`src/rtl/buck_current_regulator.sv`:
```
// buck_current_regulator: hysteretic (bang-bang) current loop for the discharge buck stage.
// Drives the high-side switch and the synchronous-rectifier low-side switch with dead time,
// minimum on/off times and a latched overcurrent trip. Gate outputs are registered and
// decoded from the next state so they move on the same edge as the state.
module buck_current_regulator #(
  parameter logic [15:0] HYST        = 16'd40,
  parameter logic [15:0] OC_LIMIT    = 16'd60000,
  parameter int unsigned DEAD_CYC    = 5,
  parameter int unsigned MIN_ON_CYC  = 10,
  parameter int unsigned MIN_OFF_CYC = 10
) (
  input  logic        clk,
  input  logic        rst_n,
  input  logic        enable,
  input  logic [15:0] i_set,
  input  logic [15:0] i_sense,
  input  logic        i_sense_valid,
  input  logic        fault_clear,
  output logic        mosfet_high,
  output logic        mosfet_low,
  output logic        oc_fault,
  output logic [15:0] pulse_count
);

  typedef enum logic [2:0] {
    IDLE,
    DEAD_TO_HIGH,
    HIGH_ON,
    DEAD_TO_LOW,
    LOW_ON,
    FAULT
  } state_e;

  // A dead-time state is left on the edge that ends its DEAD_CYC-th cycle, i.e. while
  // the dwell counter still reads DEAD_CYC-1.
  localparam logic [15:0] DeadLast = 16'(DEAD_CYC - 1);
  localparam logic [15:0] MinOn    = 16'(MIN_ON_CYC);
  localparam logic [15:0] MinOff   = 16'(MIN_OFF_CYC);

  state_e      state_q, state_d;
  logic [15:0] dwell_q, dwell_d;
  logic [15:0] pulseCnt_q, pulseCnt_d;
  logic        gateHigh_q, gateLow_q, fault_q;

  logic [16:0] hiSum;
  logic [15:0] hiTh;
  logic [15:0] loTh;
  logic        trip;
  logic        shutdown;
  logic        dwellSat;

  // Hysteresis band edges, recomputed every cycle from the live setpoint.
  always_comb begin
    hiSum = {1'b0, i_set} + {1'b0, HYST};
    hiTh  = hiSum[16] ? 16'hFFFF : hiSum[15:0];
    loTh  = (i_set > HYST) ? (i_set - HYST) : 16'd0;
  end

  // Next-state selection: trip beats shutdown, shutdown beats the normal hysteresis walk.
  always_comb begin
    trip     = i_sense_valid && (i_sense >= OC_LIMIT);
    shutdown = !enable || (i_set == 16'd0);
    state_d  = state_q;
    if (trip) begin
      state_d = FAULT;
    end else if (shutdown && (state_q != FAULT)) begin
      state_d = IDLE;
    end else begin
      case (state_q)
        IDLE: begin
          state_d = DEAD_TO_HIGH;
        end
        DEAD_TO_HIGH: begin
          if (dwell_q >= DeadLast) state_d = HIGH_ON;
        end
        HIGH_ON: begin
          if (i_sense_valid && (i_sense > hiTh) && (dwell_q >= MinOn)) state_d = DEAD_TO_LOW;
        end
        DEAD_TO_LOW: begin
          if (dwell_q >= DeadLast) state_d = LOW_ON;
        end
        LOW_ON: begin
          if (i_sense_valid && (i_sense < loTh) && (dwell_q >= MinOff)) state_d = DEAD_TO_HIGH;
        end
        FAULT: begin
          if (fault_clear && !enable) state_d = IDLE;
        end
        default: begin
          state_d = IDLE;
        end
      endcase
    end
  end

  // Dwell counter restarts on any state change and sticks at full scale; pulse counter
  // counts completed dead-time-to-high handovers and wraps naturally.
  always_comb begin
    dwellSat   = (dwell_q == 16'hFFFF);
    dwell_d    = (state_d != state_q) ? 16'd0 : (dwellSat ? dwell_q : dwell_q + 16'd1);
    pulseCnt_d = pulseCnt_q;
    if ((state_q == DEAD_TO_HIGH) && (state_d == HIGH_ON)) pulseCnt_d = pulseCnt_q + 16'd1;
  end

  // State register with outputs decoded from the next state; reset drops both gates at once.
  always_ff @(posedge clk or negedge rst_n) begin
    if (!rst_n) begin
      state_q    <= IDLE;
      dwell_q    <= 16'd0;
      pulseCnt_q <= 16'd0;
      gateHigh_q <= 1'b0;
      gateLow_q  <= 1'b0;
      fault_q    <= 1'b0;
    end else begin
      state_q    <= state_d;
      dwell_q    <= dwell_d;
      pulseCnt_q <= pulseCnt_d;
      gateHigh_q <= (state_d == HIGH_ON);
      gateLow_q  <= (state_d == LOW_ON);
      fault_q    <= (state_d == FAULT);
    end
  end

  assign mosfet_high = gateHigh_q;
  assign mosfet_low  = gateLow_q;
  assign oc_fault    = fault_q;
  assign pulse_count = pulseCnt_q;

endmodule

```
`config.mk`:
```
export PLATFORM = sky130hd
export DESIGN_NAME = buck_current_regulator
export DESIGN_NICKNAME = d
export VERILOG_FILES = /design/src/rtl/buck_current_regulator.sv
export SDC_FILE = /design/constraint.sdc
export NUM_CORES = 1
export LEC_CHECK = 0
export BUFFER_PORTS_ARGS = -buffer_cell sky130_fd_sc_hd__buf_4
export CAP_MARGIN = 20
export CELL_PAD_IN_SITES_DETAIL_PLACEMENT = 0
export CELL_PAD_IN_SITES_GLOBAL_PLACEMENT = 1
export CORE_ASPECT_RATIO = 0.5
export CORE_MARGIN = 2
export CORE_UTILIZATION = 43
export CTS_CLUSTER_SIZE = 8
export DETAILED_ROUTE_END_ITERATION = 12
export HOLD_SLACK_MARGIN = 0.1
export PLACE_DENSITY = 0.86
export RECOVER_POWER = 25
export SLEW_MARGIN = 20
export SYNTH_ARGS = -nofsm -noshare
export SYNTH_HDL_FRONTEND = slang
export SYNTH_SLANG_ARGS = --single-unit
```
`constraint.sdc`:
```
create_clock -name clk -period 2.52 [get_ports clk]
set_input_delay 0.63 -clock clk [delete_from_list [all_inputs] [get_ports clk]]
set_output_delay 0.63 -clock clk [all_outputs]
set_load 0.01 [all_outputs]
```
==> summary.md <==
| Metric | Value |
|---|---|
| Vias in the first global route | between 3k and 4k |
| Element type at the critical path start | input port |
| Die Y-Extent | 66.6 um |
| Die width | ~130 um |
| Largest voltage drop on the vdd net | approximately 0.24 mV |
| Number of setup violations in the final report | 20 |
| WL per Instance | roughly 14 um |
| Maximum root-to-sink buffer count | 2 |
| Fraction of layout instances using a drive strength above 1 | 0.422 |
| CTS Root Cell | sky130_fd_sc_hd__clkbuf_16 |
| Clock-pin slew reported for the worst setup and hold paths after clock tree synthesis | 60 ps |
| Total half-perimeter wirelength after legalization and detailed placement | 6480 um |
| Vias per cell | 5.18 |
| Fraction of the cycle the final worst path needs | 1.37 |
| Fill cells | 610 |
| Cell taking the most area after synthesis | sky130_fd_sc_hd__dfrtp_1 |
| Dominant cells by area after synthesis | sky130_fd_sc_hd__dfrtp_1, sky130_fd_sc_hd__ha_1, sky130_fd_sc_hd__xnor2_1, sky130_fd_sc_hd__nand2_1, sky130_fd_sc_hd__nor2_1 |
| Status | complete, but fails checks |
| Clock tree from TritonCTS | built |
| Non-Filler Cell Area, Final | 5100 um^2 |
| Placed Area | roughly 4500 um^2 |
| Cts-stage hold buffer count | 0 |
| Starting DRT DRC Count | ~130 |
| Total routing resource utilization after global routing | 0.211 |
| Number of storage elements in the synthesis netlist | 38 |
| Global-route wire length before repair | 14,600 um |
| Non-Filler Instances | 636 |
| Required time of the critical path | roughly 2700 ps |
| Total number of vias | 3,297 |
| Netlist cell types | 55 |
| Cells after synthesis | ~400 |
| Synth-to-layout area growth | 51.3% |
| Hold Fails Final Rpt | 0 |
| Pleak | between 2 and 2.5 nW |
| Number of synthesized flops with an enable pin | 0 |
| Class of the tightest hold or removal check | input port to asynchronous set/reset pin |
| Endpoint kind of the worst setup timing path | register |
| Share of synthesized flip-flops with an asynchronous set or reset | 1.00 |
| Setup clock skew after layout | roughly 5.6 ps |
| Power Density | about 430 nW/um^2 |
| Max-slew violation total from the final report | 0 |
| Crit-path most repeated cell | sky130_fd_sc_hd__nand4_1 |
| Pre-antenna DRT Iters | 4 |
| Net Count, Synth | 472 |
| Time the final worst path needs with I/O delays and setup | 3460 ps |
| Critical path origin | i_set[4] |
| Core Box Area | roughly 7500 um^2 |
| Number of rows created at floorplan | 22 |
| # placed instances | ~610 |
| Latest clock arrival within the worst-skew pair | between 200 and 300 ps |
| Worst setup slack after placement | -1330 ps |
| Number of clock sinks seen by CTS | 38 |
| Final weighted congestion of routability-driven global placement | 0.841 |
| Total overflow reported by the global router | 0 |
| Reg2Reg Launch Point | dwell_q[7] |
| Average cell area after synthesis | about 8.5 um^2 |
| Achievable clock frequency | between 0.2 and 0.3 GHz |
| Chain of cells forming the critical path | buf_12, ha_4, o2111a_1, and2_4, nand2_2, xnor2_2, nor2_2, ha_1, nand4_1, or4_1, nand4_1, a31oi_2, nor3_2, a21boi_4, o31ai_4, buf_6, nor3_4 |
| Post-Route WL | 8810 um |
| Least-Margin Pin Slew | 911 ps |
| Net total in the final layout | 600 |
| Yosys warnings | 0 |
| Worst endpoint data arrival time | approximately 3700 ps |
| Worst-path cell with the longest stage delay | sky130_fd_sc_hd__or4_1 |
| Violated checks | setup timing |
| Most instantiated flip-flop cell in the synthesis netlist | sky130_fd_sc_hd__dfrtp_1 |
| Combined area of all synthesized cells | between 3000 and 4000 um^2 |
| Largest fanout on the critical path | 6 |
| Maximum number of pins on one net before global-route repair | 39 |
| H-tree depth reported by CTS | 2 |
| Initial antenna violation count | 0 |
| Number of port buffers | 55 |
| Effective utilization at floorplan | 0.452 |
| DRC violation count after routing | 0 |
| Antenna-violating nets left | 0 |
| Number of buffers and inverters on the critical path | 2 |
| Die ar. | ~8600 um^2 |
| Sequential-to-total area share from yosys stat | 0.282 |
| Number of ports placed on the die boundary | 56 |
| Worst slew margin relative to its limit | 0.393 |
| TritonCTS Buffers | 5 |
| Reported max-cap violation count | 0 |
| Antenna diode count | 0 |
| Final setup margin | -944 ps |
| Worst path max stage delay | 560 ps |
| Top Family by Delay on Critical Path | simple AND/OR/NAND/NOR gates |
| Setup repair after global routing missed its margin | true |
| Share of the synthesized area in the top cell type | 0.282 |
| Worst setup path class | input port to register |
path summary, 6_finish.rpt:
check	slack, ps	cells past startpoint	end
worst max-delay path	-940	17	dwell_q[11]
worst min-delay path	480	1	mosfet_high
worst max register to register	-30	9	dwell_q[11]
worst min register to register	480	1	pulse_count[15]
max in group asynchronous	1480	1	dwell_q[8]
min in group clk	480	1	pulse_count[15]
power breakdown:
group	internal, W	total [W]	switching (W)
combinational	0.000426	0.000852	0.000426
sequential	0.000659	0.000732	0.0000726
clock	0.000391	0.000624	0.000233
flip-flops by register name (all words and copies together) (netlist names):
signal,flops
state_q,3
mosfet_low,1
oc_fault,1
pulse_count,16
mosfet_high,1
dwell_q,16
stage by stage:
stage / setup TNS [ps] / util / total power (W) / hold WS, ps
5_1_grt: -19930 / 0.684 / 0.00233 / 493
3_3_place_gp: -23650 / 0.602 / 0.00144 / 465
2_1_floorplan: -16180 / - / 0.00117 / 334
3_5_place_dp: -26090 / 0.602 / 0.00146 / 470
4_1_cts: -15290 / 0.665 / 0.00217 / 333
6_report: -16970 / 0.684 / 0.00221 / 477
placed cells by master, fill, tap and decap left out, types with 4 or more instances in the layout:
master                      instances
sky130_fd_sc_hd__nand3_1           17
sky130_fd_sc_hd__nand2_2            5
sky130_fd_sc_hd__xnor2_1           29
sky130_fd_sc_hd__ha_1              30
sky130_fd_sc_hd__nor2_4             4
sky130_fd_sc_hd__nor3_2            16
sky130_fd_sc_hd__dfrtp_1           38
sky130_fd_sc_hd__o21ai_1            4
sky130_fd_sc_hd__nor4_1             4
sky130_fd_sc_hd__buf_4            116
sky130_fd_sc_hd__buf_6             15
sky130_fd_sc_hd__clkbuf_16          5
sky130_fd_sc_hd__nor4_4             5
sky130_fd_sc_hd__and2_1             4
sky130_fd_sc_hd__nand2_1           47
sky130_fd_sc_hd__and3_1             9
sky130_fd_sc_hd__xor2_1            12
sky130_fd_sc_hd__nand4_1           15
sky130_fd_sc_hd__nor2_2             8
sky130_fd_sc_hd__nor2_1            24
sky130_fd_sc_hd__o21ai_0            9
sky130_fd_sc_hd__nand2b_1           4
sky130_fd_sc_hd__a21oi_1           17
sky130_fd_sc_hd__ha_4               6
sky130_fd_sc_hd__inv_1             11
cells by family (layout without fill, tap and decap cells):
kind of cell,count (synthesis),in the layout,share of synthesized area
fa+ha+maj,36,36,0.134
flops,38,38,0.282
xor+xnor,43,43,0.112
buf+inv,27,155,0.0382
simple gates,191,191,0.299
compound gates,60,61,0.123
mux,4,4,0.0122
cells in the mapped netlist (3+ instances only):
cell / instances
sky130_fd_sc_hd__nand3_1: 19
sky130_fd_sc_hd__nand4_1: 15
sky130_fd_sc_hd__nor3_1: 17
sky130_fd_sc_hd__xor2_1: 13
sky130_fd_sc_hd__dfrtp_1: 38
sky130_fd_sc_hd__xnor2_1: 30
sky130_fd_sc_hd__buf_2: 10
sky130_fd_sc_hd__inv_1: 12
sky130_fd_sc_hd__o21ai_0: 12
sky130_fd_sc_hd__o211ai_1: 3
sky130_fd_sc_hd__a21oi_1: 20
sky130_fd_sc_hd__nor2b_1: 5
sky130_fd_sc_hd__a21o_1: 4
sky130_fd_sc_hd__and2_1: 5
sky130_fd_sc_hd__mux2i_1: 3
sky130_fd_sc_hd__nand2_1: 52
sky130_fd_sc_hd__and4_1: 3
sky130_fd_sc_hd__nor2_1: 34
sky130_fd_sc_hd__nor4_1: 7
sky130_fd_sc_hd__and3_1: 11
sky130_fd_sc_hd__ha_1: 36
sky130_fd_sc_hd__nand2b_1: 6
repair_timing:
action                     CTS  global route
resized for setup           47            29
pin swaps                   22            26
setup buffers               11             3
setup endpoints to repair   20            27
gates cloned                 1             0
per-layer routing:
metal	vias up	GRT usage	wire, um
met5	-	0	0
met2	57	0.386	4230
met1	1537	0.275	4250
met3	9	0.0193	217
met4	0	0.0408	100
li1	1694	-	-
worst register-to-register path: stages, from the launching register on:
cell and delay (ps):
sky130_fd_sc_hd__dfrtp_1 410, sky130_fd_sc_hd__nor4_1 380, sky130_fd_sc_hd__buf_4 180, sky130_fd_sc_hd__nand4_1 180
sky130_fd_sc_hd__o32ai_2 350, sky130_fd_sc_hd__nor3_2 80, sky130_fd_sc_hd__a21boi_4 160, sky130_fd_sc_hd__o31ai_4 440
sky130_fd_sc_hd__buf_6 210, sky130_fd_sc_hd__nor3_4 50
cell type report:
class | instances | area (um^2) | share of cell area
flip-flops and latches | 38 | 951 | 0.186
clock buffers | 6 | 139 | 0.0272
well taps | 108 | 135 | 0.0265
clock inverters | 2 | 12.5 | 0.00245
repair buffers | 135 | 1100 | 0.216
inverters | 12 | 47.5 | 0.00932
multi-input cells | 335 | 2720 | 0.533
No activity file was read; power rests on OpenSTA's default activity.
